### config.mk
export PLATFORM = sky130hd
export DESIGN_NAME = gaussian_window_ctrl
export DESIGN_NICKNAME = d
export VERILOG_FILES = /design/src/rtl/gaussian_window_ctrl.sv
export SDC_FILE = /design/constraint.sdc
export NUM_CORES = 2
export LEC_CHECK = 0
export ABC_AREA = 1
export CAP_MARGIN = 25
export CORE_ASPECT_RATIO = 1.4
export CORE_MARGIN = 2
export CORE_UTILIZATION = 50
export DETAILED_ROUTE_END_ITERATION = 6
export PLACE_DENSITY = 0.69
export SLEW_MARGIN = 40
export SYNTH_ARGS = -nofsm -noshare
export SYNTH_HDL_FRONTEND = slang
export SYNTH_SLANG_ARGS = --single-unit
export TNS_END_PERCENT = 50
### constraint.sdc
create_clock -name clk -period 4 [get_ports clk]
set_input_delay 0.8 -clock clk [delete_from_list [all_inputs] [get_ports clk]]
set_output_delay 0.8 -clock clk [all_outputs]
set_load 0.01 [all_outputs]
### src/rtl/gaussian_window_ctrl.sv
// Pixel-stream front-end for the 7x7 Gaussian core: line buffers,
// sliding window and window-side valid/ready sequencing.
module gaussian_window_ctrl #(
  parameter int IMG_W = 64,
  parameter int IMG_H = 64,
  parameter int BITS  = 8,
  parameter int WIDTH = 7
) (
  input  logic                          clk,
  input  logic                          rst,
  input  logic                          start,
  input  logic [BITS-1:0]               pix_in,
  input  logic                          pix_valid,
  output logic                          pix_ready,
  output logic [WIDTH*WIDTH*BITS-1:0]   win_data,
  output logic                          win_valid,
  input  logic                          win_ready,
  output logic [$clog2(IMG_H)-1:0]      win_row,
  output logic [$clog2(IMG_W)-1:0]      win_col,
  output logic                          busy,
  output logic                          done
);

  localparam int NLB  = WIDTH - 1;
  localparam int HALF = WIDTH / 2;
  localparam int RW   = $clog2(IMG_H);
  localparam int CW   = $clog2(IMG_W);
  localparam int ROWB = WIDTH * BITS;

  typedef enum logic [1:0] {
    IDLE,
    RUN,
    DRAIN
  } state_t;

  state_t state, state_nxt;

  logic [RW-1:0]          r;
  logic [CW-1:0]          c;
  logic [BITS-1:0]        lb [NLB][IMG_W];
  logic [WIDTH*ROWB-1:0]  win;
  logic [WIDTH*ROWB-1:0]  win_shift;
  logic                   accept;
  logic                   emit;
  logic                   last_pix;
  logic                   done_nxt;

  assign pix_ready = (state == RUN) && (!win_valid || win_ready);
  assign accept    = pix_valid && pix_ready;
  assign emit      = accept
                  && (r >= RW'(WIDTH-1))
                  && (c >= CW'(WIDTH-1));
  assign last_pix  = (r == RW'(IMG_H-1))
                  && (c == CW'(IMG_W-1));
  assign busy      = (state != IDLE);
  assign win_data  = win;

  // Each window row drops its leftmost pixel and takes the new
  // column entry; the bottom row is fed straight from the input.
  for (genvar i = 0; i < WIDTH; i++) begin : g_row
    logic [BITS-1:0] px;
    if (i < NLB) begin : g_lb
      assign px = lb[i][c];
    end else begin : g_in
      assign px = pix_in;
    end
    assign win_shift[(WIDTH-1-i)*ROWB +: ROWB] =
      {win[(WIDTH-1-i)*ROWB +: ROWB-BITS], px};
  end

  always_ff @(posedge clk) begin
    if (accept) begin
      for (int k = 0; k < NLB - 1; k++) begin
        lb[k][c] <= lb[k+1][c];
      end
      lb[NLB-1][c] <= pix_in;
    end
  end

  always_ff @(posedge clk) begin
    if (rst) begin
      state     <= IDLE;
      r         <= '0;
      c         <= '0;
      win       <= '0;
      win_valid <= 1'b0;
      win_row   <= '0;
      win_col   <= '0;
      done      <= 1'b0;
    end else begin
      state <= state_nxt;
      done  <= done_nxt;
      if (state == IDLE && start) begin
        r <= '0;
        c <= '0;
      end else if (accept) begin
        if (c == CW'(IMG_W-1)) begin
          c <= '0;
          r <= (r == RW'(IMG_H-1)) ? '0 : r + 1'b1;
        end else begin
          c <= c + 1'b1;
        end
      end
      if (accept) begin
        win <= win_shift;
      end
      if (emit) begin
        win_valid <= 1'b1;
        win_row   <= r - RW'(HALF);
        win_col   <= c - CW'(HALF);
      end else if (win_valid && win_ready) begin
        win_valid <= 1'b0;
      end
    end
  end

  always_comb begin
    state_nxt = state;
    done_nxt  = 1'b0;
    unique case (state)
      IDLE: begin
        if (start) state_nxt = RUN;
      end
      RUN: begin
        if (accept && last_pix) state_nxt = DRAIN;
      end
      DRAIN: begin
        if (!win_valid || win_ready) begin
          state_nxt = IDLE;
          done_nxt  = 1'b1;
        end
      end
      default: state_nxt = IDLE;
    endcase
  end

endmodule

Yosys cells after proc, flatten, opt, wreduce, memory -nomap -nowiden
Memory sizes are Yosys's and may differ from the RTL's.
Cells that the tools add are included.
{"block": "totals", "mem_bits_rw": 3072, "wordCells": 75, "register_bits": 420, "memories": 1}
{"name": "lb", "words": 6, "width": 512, "read_ports": 6, "rd_clocked_by_memory_dff": 0, "wr": 6, "line": "40", "source": "logic [BITS-1:0] lb [NLB][IMG_W];"}
{"block": "op_classes", "n_eq_ne": 7, "n_mux": 31, "n_reduce_logical": 18, "n_bitwise": 2, "magnitude_cmp": 4, "addsub": 4}
{"operator": "512-bit two-way mux", "count": 1}
{"operator": "8-bit binary-select mux with 6-bit select", "count": 6}
{"operator": "8-bit two-way mux", "count": 13}
{"operator": "8-bit demux with 6-bit select", "count": 1}
{"operator": "6-bit by 1-bit adder with 6-bit output, second input constant", "count": 2}
{"operator": "6-bit equality test, second input constant", "count": 2}
{"operator": "6-bit by 3-bit >= comparator with 1-bit output, second input constant", "count": 2}
{"operator": "6-bit two-way mux", "count": 2}
{"operator": "6-bit by 2-bit subtractor with 6-bit output, second input constant", "count": 2}
{"operator": "1-bit logical AND", "count": 9}
{"operator": "7-bit >= comparator, second input constant", "count": 1}
{"operator": "7-bit by 1-bit < comparator with 1-bit output, second input constant", "count": 1}
{"operator": "6-bit NOT with 7-bit output", "count": 1}
{"operator": "2-bit two-way mux", "count": 3}
{"operator": "2-bit case mux with 3 select lines", "count": 1}
{"operator": "1-bit two-way mux", "count": 4}
{"operator": "2-bit inequality test, second input constant", "count": 2}
{"operator": "2-bit nonzero test", "count": 2}
{"operator": "2-bit OR reduction", "count": 2}
{"operator": "3-bit AND reduction", "count": 1}
{"operator": "2-bit by 1-bit equality test with 1-bit output, second input constant", "count": 1}
{"operator": "2-bit equality test, second input constant", "count": 1}
{"operator": "2-bit zero test", "count": 1}
{"operator": "2-bit by 1-bit inequality test with 1-bit output, second input constant", "count": 1}
{"operator": "other kinds (4)", "count": 4}

Depth between registers and ports, before layout
{"block": "depth", "ltp_word": 7, "ltp_mapped": 16, "ltp_nobuf": 13}

Worst setup path after synthesis
OpenSTA, ideal clock, no wires.
{"block": "synth_timing", "kind": "input port to flip-flop", "start": "input port win_ready", "end": "memory lb[0][112] in the netlist's numbering (enable)", "stages": 8, "slack_ns": -0.251, "t_arrival_ns": 3.797, "n_path_buf": 2, "path_cell_list": "nor2_1 -> inv_1 -> nand3_2 -> inv_1 -> buf_2 -> buf_2 -> nand3_1 -> nor2_1"}
{"element": "from (decl)", "line": "17", "source": "input logic win_ready,"}
{"element": "to (decl)", "line": "40"}

==> implementation parameters <==
Parameter                              Value

Power
  Internal power    0.0581 W
  Part of the total power dissipated in the clock network    41.2%
  Worst IR Drop VDD    0.383 mV
  Reported net switching power    0.0160 W
  Leak Pwr    65.9 nW
  Part of the power in registers    54.1%
  Pwr Density    450 nW/um^2
  Switching share of power    21.6%
  Gate power share    4.7%

Clock tree
  Post-CTS resize count    0
  Quantity of hold-fixing buffers added after cts    0
  Clock Sink Count    3492
  Depth of the CTS H-tree    5
  Source-to-sink clock delay at the later pin of the worst-skew pair    0.89 ns
  Clock-pin slew reported for the worst setup and hold paths after clock tree synthesis    0.07 ns
  TritonCTS buffer count    322
  Clock root buffer    clkbuf_16
  Buffers from clock root to sink, at most    4
  CTS tree    done
  Number of buffers inserted to repair setup after CTS    0

Route
  Detailed Routing Iterations Pass 1    5
  Total number of vias    102006
  Routed wire per std cell    22.2 um
  Routed WL    417000 um
  Vias per cell    5.43
  Drt drc    0
  ANT nets after route    0
  First DRT Iteration DRCs    11198

Global route
  Number of antenna violations at the first check in global routing    6
  Final global-route overflow total    0
  Pin count of the biggest net entering global routing    198
  Total GRT Usage    28.1%
  Global-route wire length before repair    613000 um
  Vias in the first global route    95939

STA
  Unrepaired setup endpoints after global routing    no
  Fraction of the cycle the final worst path needs    84.9%
  Count of endpoints failing hold in the final timing report    0
  Max Freq    294 MHz
  Final critical-path setup slack    0.603 ns
  Measured slew at the worst slew-check pin    0.922 ns
  Worst rel slew slack    38.5%
  Number of max-slew violations in the final report    0
  Time the worst path needs with I/O delays and setup    3.40 ns
  Worst hold slack across all endpoints    0.352 ns
  Clock skew    0.0573 ns
  Number of setup violations in the final report    0

Placement
  Worst slack at placement    0.160 ns
  DPL Wire Length    241000 um
  Placement Cell Area    154000 um^2
  Quantity of I/O buffers inserted on ports    420
  RD Place Congestion    0.856

Logic synthesis
  Mapped cell area    143000 um^2
  Total nets after synthesis    14451
  Main area contributors after synthesis    edfxtp_1 (64%), nand2_1 (24%), dfxtp_1 (5.9%)
  Count of state elements after synthesis    3492
  Share of synthesized flip-flops with an asynchronous set or reset    0%
  Count of unique library cells instantiated by Yosys    34
  Fraction of the yosys area taken by sequential cells    70.2%
  Dominant synthesized flop cell    edfxtp_1
  Proportion of netlist area held by the largest area contributor    64.3%
  Gate Count Post-Synth    14434
  Number of enable flip-flop cells after synthesis    3072
  Leading area contributor after synthesis    edfxtp_1
  Number of warning messages in the yosys log    0
  Mean instance size in the synthesized netlist    9.93 um^2

Cells and area
  Finished Cell Area    165000 um^2
  Final-stage net count    14800
  Most used cells in the layout excluding fill and tap cells    nand2_1 (9250), edfxtp_1 (3072), dfxtp_1 (417)
  Syn-to-layout area delta    14.8%
  Leading cell type in the layout, fill and taps excluded    nand2_1
  Fraction of final layout cells sized beyond drive strength 1    6.37%

Setup path
  Delay-heaviest family, CP    buffers and inverters
  Crit path buffers/inverters    4
  Crit start category    flop
  Endpoint kind of the worst setup timing path    flop
  Slowest CP cell    dfxtp_4
  Critical path's most frequent cell    nand2_1
  Worst setup path class    reg2reg
  Cell chain of the critical path    buf_4 > buf_12 > buf_16 > nand2_1 > nand2_1 > nand2_1 > nand2_1 > nand2_1 > nand2_1 > nand2_1 > nand2_1 > nor2_1 > nand2_2 > buf_4
  Arrival time at the worst endpoint    4.11 ns
  Worst path max stage delay    0.56 ns
  Worst endpoint required time    4.71 ns
  CP Max Fanout    99

Job
  Max_cap viols    0

Floorplanning
  Chip Height    638 um
  Area inside the core boundary    285000 um^2
  Die ar.    291000 um^2
  Core Rows    232
  Width of the die    457 um
  Initial Util    50.2%
  Io pins    421

Worst hold path
  Worst hold path class    in2reg

Run status
  Outcome    finished clean
-- final cells by class --
class,count,area (um^2)
diodes,7,17.5
well taps,3744,4680
repair buffers,798,9100
clock buffers,421,8960
fillers,23277,121000
multi-input cells,10075,39400
clock inverters,154,1340
flip-flops and latches,3492,101000
inverters,94,385
-- stage by stage --
| step | instances | utilization, % | power, W | TNS [ns] |
|---|---|---|---|---|
| 6_report | 18785 | 57.7 | 0.0741 | 0 |
| 5_1_grt | 18779 | 57.7 | 0.0760 | 0 |
| 4_1_cts | 18775 | 57.6 | 0.0744 | 0 |
| 3_5_place_dp | 18200 | 54.0 | 0.0443 | 0 |
| 3_3_place_gp | 18193 | 54.0 | 0.0443 | 0 |
| 2_1_floorplan | 14434 | - | 0.0428 | -613.20 |
-- worst paths after layout --
check,start,to,slack (ns),depth (start not counted)
min,rst,win_data[358],0.35,2
max,c[0],lb[0][183],0.60,14
min reg2reg,win_data[48],win_data[48],0.46,2
max reg2reg,c[0],lb[0][183],0.60,14
-- synthesized netlist by cell type, types with 2 or more instances --
cell type and count:
inv_1 92, nor4_1 2, dfxtp_1 420, buf_2 430, o211ai_1 4, edfxtp_1 3072, nor2_2 2, a21oi_1 393
buf_1 38, or2_1 3, nor2_1 203, o21ai_1 6, buf_6 9, o21a_1 44, o21ai_0 36, a31oi_1 2
or2_2 3, buf_4 25, xor2_1 5, nand3_1 76, ha_1 4, nor3_1 3, nand2_1 9281, clkbuf_1 271
-- power groups by stage --
stage,sequential (W),combinational [W],clock [W]
after detailed placement,0.0409,0.00344,0
final,0.0401,0.00348,0.0305
after floorplan,0.0409,0.00194,0
after global routing,0.0401,0.00381,0.0321
after global placement,0.0409,0.00339,0
after CTS,0.0401,0.00346,0.0308
-- routing by layer --
metal | global-route usage, % | wire (um)
met2 | 48.2 | 205000
met3 | 4.15 | 35700
met5 | 0 | 0
met4 | 14.7 | 24300
met1 | 34.4 | 152000
-- logic make-up after synthesis --
| group | Yosys count | share of synthesized area [%] |
|---|---|---|
| and+or+nand+nor | 9578 | 25.2 |
| AOI/OAI and AO/OA | 488 | 1.80 |
| DFF | 3492 | 70.2 |
| buffers and inverters | 867 | 2.76 |
| adders and majority gates | 4 | 0.0349 |
| xor gates and xnor gates | 5 | 0.0305 |
-- flip-flops by register name, summed over array words and instances (netlist names) --
register   flops
c              6
win_valid      1
win_row        6
done           1
win_col        6
win_data     392
r              6
state          2
lb          3072
Power figures use the tool's default switching activity.
